[config.mk]
export PLATFORM = sky130hd
export DESIGN_NAME = shift_unit_pipe
export DESIGN_NICKNAME = d
export VERILOG_FILES = /design/src/rtl/shift_unit_pipe.sv
export SDC_FILE = /design/constraint.sdc
export NUM_CORES = 1
export LEC_CHECK = 0
export BUFFER_PORTS_ARGS = -buffer_cell sky130_fd_sc_hd__buf_4
export CAP_MARGIN = 30
export CORE_ASPECT_RATIO = 0.7
export CORE_UTILIZATION = 40
export CTS_CLUSTER_DIAMETER = 60
export DETAILED_ROUTE_END_ITERATION = 16
export HOLD_SLACK_MARGIN = 0.08
export MAX_ROUTING_LAYER = met4
export PLACE_DENSITY_LB_ADDON = 0.08
export SYNTH_ARGS = -nofsm -noshare
export SYNTH_HDL_FRONTEND = slang
export SYNTH_SLANG_ARGS = --single-unit
[constraint.sdc]
create_clock -name clock -period 3.83 [get_ports clock]
set_input_delay 0.383 -clock clock [delete_from_list [all_inputs] [get_ports clock]]
set_output_delay 0.383 -clock clock [all_outputs]
set_load 0.005 [all_outputs]
[src/rtl/shift_unit_pipe.sv]
// shift_unit_pipe: pipelined logical/arithmetic barrel shifter with valid/ready handshake and tag pass-through.
// Define SHIFT_UNIT_ROTATE_EN to build ROL/ROR; otherwise ops 100/101 pass the operand through.
module shift_unit_pipe #(
    parameter int WIDTH  = 32,
    parameter int STAGES = 2,
    parameter int TAG_W  = 5,
    localparam int SHW   = $clog2(WIDTH)
) (
    input  logic             clock,
    input  logic             reset,
    input  logic             in_valid,
    output logic             in_ready,
    input  logic [WIDTH-1:0] in_data,
    input  logic [SHW-1:0]   in_shamt,
    input  logic [2:0]       in_op,
    input  logic [TAG_W-1:0] in_tag,
    output logic             out_valid,
    input  logic             out_ready,
    output logic [WIDTH-1:0] out_data,
    output logic [TAG_W-1:0] out_tag,
    output logic             out_zero
);
`ifdef SHIFT_UNIT_ROTATE_EN
    localparam bit ROT_EN = 1'b1;
`else
    localparam bit ROT_EN = 1'b0;
`endif

    logic             stall;
    logic             v_p  [STAGES+1];
    logic [WIDTH-1:0] d_p  [STAGES+1];
    logic [TAG_W-1:0] t_p  [STAGES+1];
    logic [SHW-1:0]   sh_p [STAGES];
    logic [2:0]       op_p [STAGES];
    logic             sg_p [STAGES];

    assign stall     = out_valid & ~out_ready;
    assign in_ready  = ~stall;
    assign v_p[0]    = in_valid;
    assign d_p[0]    = in_data;
    assign t_p[0]    = in_tag;
    assign sh_p[0]   = in_shamt;
    assign op_p[0]   = in_op;
    assign sg_p[0]   = in_data[WIDTH-1];
    assign out_valid = v_p[STAGES];
    assign out_data  = d_p[STAGES];
    assign out_tag   = t_p[STAGES];

    // Layers are spread MSB-first across the stages as evenly as integer division allows.
    function automatic int stage_of(input int k);
        return (SHW - 1 - k) * STAGES / SHW;
    endfunction

    function automatic logic [WIDTH-1:0] layer(input logic [WIDTH-1:0] d, input logic [2:0] op,
                                               input logic sign, input int k);
        int unsigned      amt;
        logic [WIDTH-1:0] fill;
        amt  = 1 << k;
        fill = sign ? ~({WIDTH{1'b1}} >> amt) : '0;
        return op == 3'b000 ? d << amt :
               op == 3'b001 ? d >> amt :
               op == 3'b010 ? (d >> amt) | fill :
               ROT_EN && op == 3'b100 ? (d << amt) | (d >> (WIDTH - amt)) :
               ROT_EN && op == 3'b101 ? (d >> amt) | (d << (WIDTH - amt)) : d;
    endfunction

    for (genvar s = 0; s < STAGES; s++) begin : g_stage
        logic             valid_q;
        logic [WIDTH-1:0] data_d, data_q;
        logic [TAG_W-1:0] tag_q;
        always_comb begin
            data_d = d_p[s];
            for (int k = SHW - 1; k >= 0; k--)
                if (stage_of(k) == s && sh_p[s][k]) data_d = layer(data_d, op_p[s], sg_p[s], k);
        end
        always_ff @(posedge clock)
            if (reset) {valid_q, data_q, tag_q} <= '0;
            else if (!stall) {valid_q, data_q, tag_q} <= {v_p[s], data_d, t_p[s]};
        assign {v_p[s+1], d_p[s+1], t_p[s+1]} = {valid_q, data_q, tag_q};
        if (s < STAGES - 1) begin : g_side
            logic [SHW-1:0] sh_q;
            logic [2:0]     op_q;
            logic           sg_q;
            always_ff @(posedge clock)
                if (reset) {sh_q, op_q, sg_q} <= '0;
                else if (!stall) {sh_q, op_q, sg_q} <= {sh_p[s], op_p[s], sg_p[s]};
            assign {sh_p[s+1], op_p[s+1], sg_p[s+1]} = {sh_q, op_q, sg_q};
        end else begin : g_last
            logic zero_q;
            always_ff @(posedge clock)
                if (reset) zero_q <= 1'b0;
                else if (!stall) zero_q <= data_d == '0;
            assign out_zero = zero_q;
        end
    end
endmodule

**Word level (Yosys, flattened, before mapping)**

Cells that the tools add are included.

- Word-level logic and storage cells: 50
- Register bits: 83
- Bits of input ports: 49

- Reductions and logical operators: 3
- Mux-type cells: 25
- Bitwise logic cells: 8
- Eq/ne operators: 4

Operators by type and width:

| cell | number |
|---|---|
| two-way mux 32 bit | 25 |
| logical NOT 32 bit | 1 |
| bitwise OR 16 x 32 -> 32 bit | 1 |
| bitwise OR 24 x 32 -> 32 bit | 1 |
| bitwise OR 28 x 32 -> 32 bit | 1 |
| bitwise OR 30 x 32 -> 32 bit | 1 |
| bitwise OR 31 x 32 -> 32 bit | 1 |
| equality test 3 x 1 -> 1 bit, second input constant | 2 |
| equality test 3 x 2 -> 1 bit, second input constant | 2 |
| logical NOT 3 bit | 2 |
| inverter 1 bit | 2 |
| bitwise AND 1 bit | 1 |

**Longest topological paths before layout**

- Word-level depth: 16
- Gate-level depth with buffers: 12

**Worst setup path before layout**

No wires, ideal clock.

- Path type: reg-to-reg
- Start: reg g_stage[0].g_side.op_q[1]
- End: reg g_stage[1].g_last.zero_q, in the netlist out_zero
- Required time: 3743 ps
- Period minus slack after synthesis: 2720 ps
- Stages on the path, launching flop included: 10
- Arrival: 2633 ps
- Slack: 1110 ps
- Path buffers: 2
- Path through: dfxtp_1 > buf_6 > or4b_4 > buf_6 > o221ai_2 > a22o_1 > a32oi_1 > or4_1 > or4_1 > o31ai_1

- Longest elaborated chain between the ends: 11
- Elaborated cells on any way between the ends: 13
- Those cells by class: eq/ne: 2; mux: 8; bitwise: 1; reduce/logical: 2

RTL lines:

| what | RTL line | source |
|---|---|---|
| from (decl) | 82 | `logic [2:0] op_q;` |
| from (signal assigned) | 86 | `else if (!stall) {sh_q, op_q, sg_q} <= {sh_p[s], op_p[s], sg_p[s]};` |
| equality test 3 x 2 -> 1 bit | 62 | `op == 3'b010 ? (d >> amt) \| fill :` |
| two-way mux 32 bit | 62 |  |
| two-way mux 32 bit | 61 | `op == 3'b001 ? d >> amt :` |
| two-way mux 32 bit | 60 | `return op == 3'b000 ? d << amt :` |
| two-way mux 32 bit | 74 | `if (stage_of(k) == s && sh_p[s][k]) data_d = layer(data_d, op_p[s], sg_p[s], k);` |
| bitwise OR 31 x 32 -> 32 bit | 62 |  |
| two-way mux 32 bit | 62 |  |
| two-way mux 32 bit | 61 |  |
| two-way mux 32 bit | 60 |  |
| two-way mux 32 bit (*) | 74 |  |
| logical NOT 32 bit (*) | 92 | `else if (!stall) zero_q <= data_d == '0;` |
| to (signal assigned) | 91 | `if (reset) zero_q <= 1'b0;` |
| to (signal assigned) | 92 |  |
| to (decl) | 89 | `logic zero_q;` |

Mark *: on every way between the ends. The rest lies on a longest branch, timed or not.
A chain may end at the register's enable or synchronous reset.

**Worst setup path in the final report**

- Start: reg g_stage[0].g_side.op_q[0]
- End: reg g_stage[1].g_last.zero_q, in the netlist out_zero

The elaborated chain is that of the path after synthesis.

==> metrics.txt <==
Pwr per Cell Area=388.0 mW/mm^2; first-pass GRT wire length=around 41000 um; unique cell type count in the Yosys netlist=65; H-tree depth=3; final hold slack=0.2896 ns; worst hold path type=in -> reg; proportion of layout cells with a drive suffix above 1=between 10% and 20%; global route overflow=0; syn nets=985; Routed WL per cell=22.20 um; area grow syn2layout=18.36%; post-cts sizing count=0; Syn Inst Count=roughly 940; CP Cell Sequence=or4b_4 > or2_1 > o221a_2 > a222oi_1 > o211ai_1 > nand4b_1 > or4_1 > o31ai_1; initial antenna violation count=1; failing checks=design-rule violations; commonest non-fill, non-tap cell in the layout=nand2_1; measured slew at the worst slew-check pin=roughly 1.1 ns; CTS sink cnt=between 80 and 90; worst reg2reg setup slack=0.53 ns; crit path DAT=roughly 3.6 ns; DRC=3; Core ar.=around 0.015 mm^2; root buffer selected by CTS=clkbuf_16; Hold Vio Cnt, Final=0; hold-fix buffer count after cts=0; Die H=around 110 um; routed wire length=26380 um; Skew-Pair Late Insertion Delay=0.34 ns; Total Routing Usage GR=between 30 and 40%; Avg Inst Size Synth=roughly 6.8 um^2; Yosys reg bits=83; via count=roughly 7700; Tmin final=between 3 and 4 ns; maximum clock path buffer count=2; Num CTS Buffers=9; Setup crit end kind=register; Max-cap violations=0; fin crit share=86.24%; WP data required=just over 4 ns; slowest stage delay, CP=roughly 0.75 ns; Lkg Pwr=around 0.003 uW; DIE AREA=between 0.015 and 0.02 mm^2; DP Wirelength=about 20000 um; most frequent cells in the layout=151 x nand2_1, 123 x nor2_1, 118 x buf_4, 96 x a21oi_1, 83 x dfxtp_1; Ys Warns=0; CTS tree=built; largest net degree at the start of global routing=75; Final Worst Setup Slack=around 0.53 ns; DRT antenna net count=0; gpl congestion=1.001; ys async rst share=0%; Tot Pwr=between 2000 and 3000 uW; Peak Freq=0.3027 GHz; Worst Skew=0.009397 ns; register area share after synthesis=a little over a quarter; Slew headroom=29.31%; synthesized cell area=0.006330 mm^2; Vias/cell=6.484; 1st-iter DRT viols=987; # rows=38; Post-Place Setup Slack=between 0.6 and 0.7 ns; status=finished, violations left; Peak VDD IR=0.2029 mV; vias in the first global route=6898; Crit Path Category=reg -> reg; Worst setup SP type=register; final setup TNS=0 ns; setup violators final=0; PortBufs=88; Post-CTS Repair Setup Buffers=0; number of flops mapped to enable cells by yosys=0; CP max stage cell=or4b_4; Die X=around 150 um; Worst-path clk slew=0.07 ns; IO Pins=between 80 and 90; drt pass-1 iters=11; Nets=1031; unrepaired setup endpoints after global routing=false; Synth Flop Type=dfxtp_1; highest net fanout along the worst path=30; Fillers=1645; Slew Viols, Final=0; starting density of the core=approximately two fifths
stage by stage:
stage,instances,instance area (um^2),utilization [%]
floorplan,936,6330,-
global placement,1169,7144,46.09
detailed placement,1171,7171,46.26
CTS,1187,7490,48.32
global route,1188,7492,48.34
finish,1188,7492,48.34
registers in the layout (all words and copies together), names as in the netlist:
| register | flops |
|---|---|
| g_stage.data_q | 32 |
| out_data | 32 |
| out_tag | 5 |
| g_stage.tag_q | 5 |
| out_valid | 1 |
| g_stage.g_side.sg_q | 1 |
| g_stage.g_side.op_q | 3 |
| g_stage.g_side.sh_q | 2 |
| g_stage.valid_q | 1 |
| out_zero | 1 |
synth_stat cells, drive strengths merged, types with 11 or more instances:
| cell | instances | area, um^2 |
|---|---|---|
| o22ai | 15 | 93.84 |
| o221ai | 18 | 170.2 |
| a21oi | 97 | 485.5 |
| inv | 11 | 41.29 |
| o211ai | 24 | 180.2 |
| nor2 | 123 | 461.7 |
| o21ai | 58 | 290.3 |
| a211oi | 21 | 157.7 |
| a221oi | 15 | 131.4 |
| dfxtp | 83 | 1662 |
| a22oi | 15 | 112.6 |
| o221a | 14 | 157.6 |
| buf | 14 | 72.57 |
| nor3 | 26 | 135.1 |
| or3 | 23 | 143.9 |
| clkbuf | 71 | 266.5 |
| nand2 | 151 | 566.8 |
| nand3 | 24 | 120.1 |
metal layers:
layer | global-route usage (%) | share of wire (%) | up-vias
li1 | - | - | 3579
met4 | 4.373 | 0.80 | 0
met2 | 41.47 | 37 | 465
met3 | 15.06 | 15 | 26
met5 | - | 0 | -
met1 | 48.67 | 47 | 3633
cells by family (layout without fill, tap and decap cells):
kind of cell    count (synthesis)  in the layout  share of synthesized area [%]
compound gates                348            348                          37.81
xor+xnor                        3              3                         0.4152
buf+inv                        96            147                          6.009
flops                          83             83                          26.25
mux                            10             10                          1.641
other cells                     0              1                              0
simple gates                  396            396                          27.87
path summary, 6_finish.rpt:
kind / startpoint / endpoint / cells past startpoint
setup reg to reg: g_stage[0].g_side.op_q[0] / out_zero / 8
hold reg to reg: out_data[8] / out_data[8] / 2
setup / recovery: g_stage[0].g_side.op_q[0] / out_zero / 8
hold / removal: in_tag[2] / g_stage[0].tag_q[2] / 3
layout make-up:
type / instances / area [um^2] / share of cell area [%]
Antenna cell: 1 / 2.502 / 0.03340
Clock buffer: 10 / 229.0 / 3.056
Clock inverter: 6 / 90.09 / 1.202
Inverter: 11 / 41.29 / 0.5511
Multi-Input combinational cell: 757 / 4305 / 57.46
Sequential cell: 83 / 1662 / 22.18
Tap cell: 200 / 250.2 / 3.340
Timing Repair Buffer: 120 / 912.1 / 12.17
worst max-delay path, delay by kind of cell, from the launching register on:
| kind | cells | cell delay [ns] |
|---|---|---|
| AO/OA/AOI/OAI | 4 | 0.99 |
| flip-flops | 1 | 0.45 |
| AND/OR/NAND/NOR | 4 | 1.76 |
power breakdown:
group	switching (uW)	internal (uW)	total, uW
Sequential	82.7	947	1030
Clock	373	573	946
Combinational	561	371	931
Power figures use the tool's default switching activity.
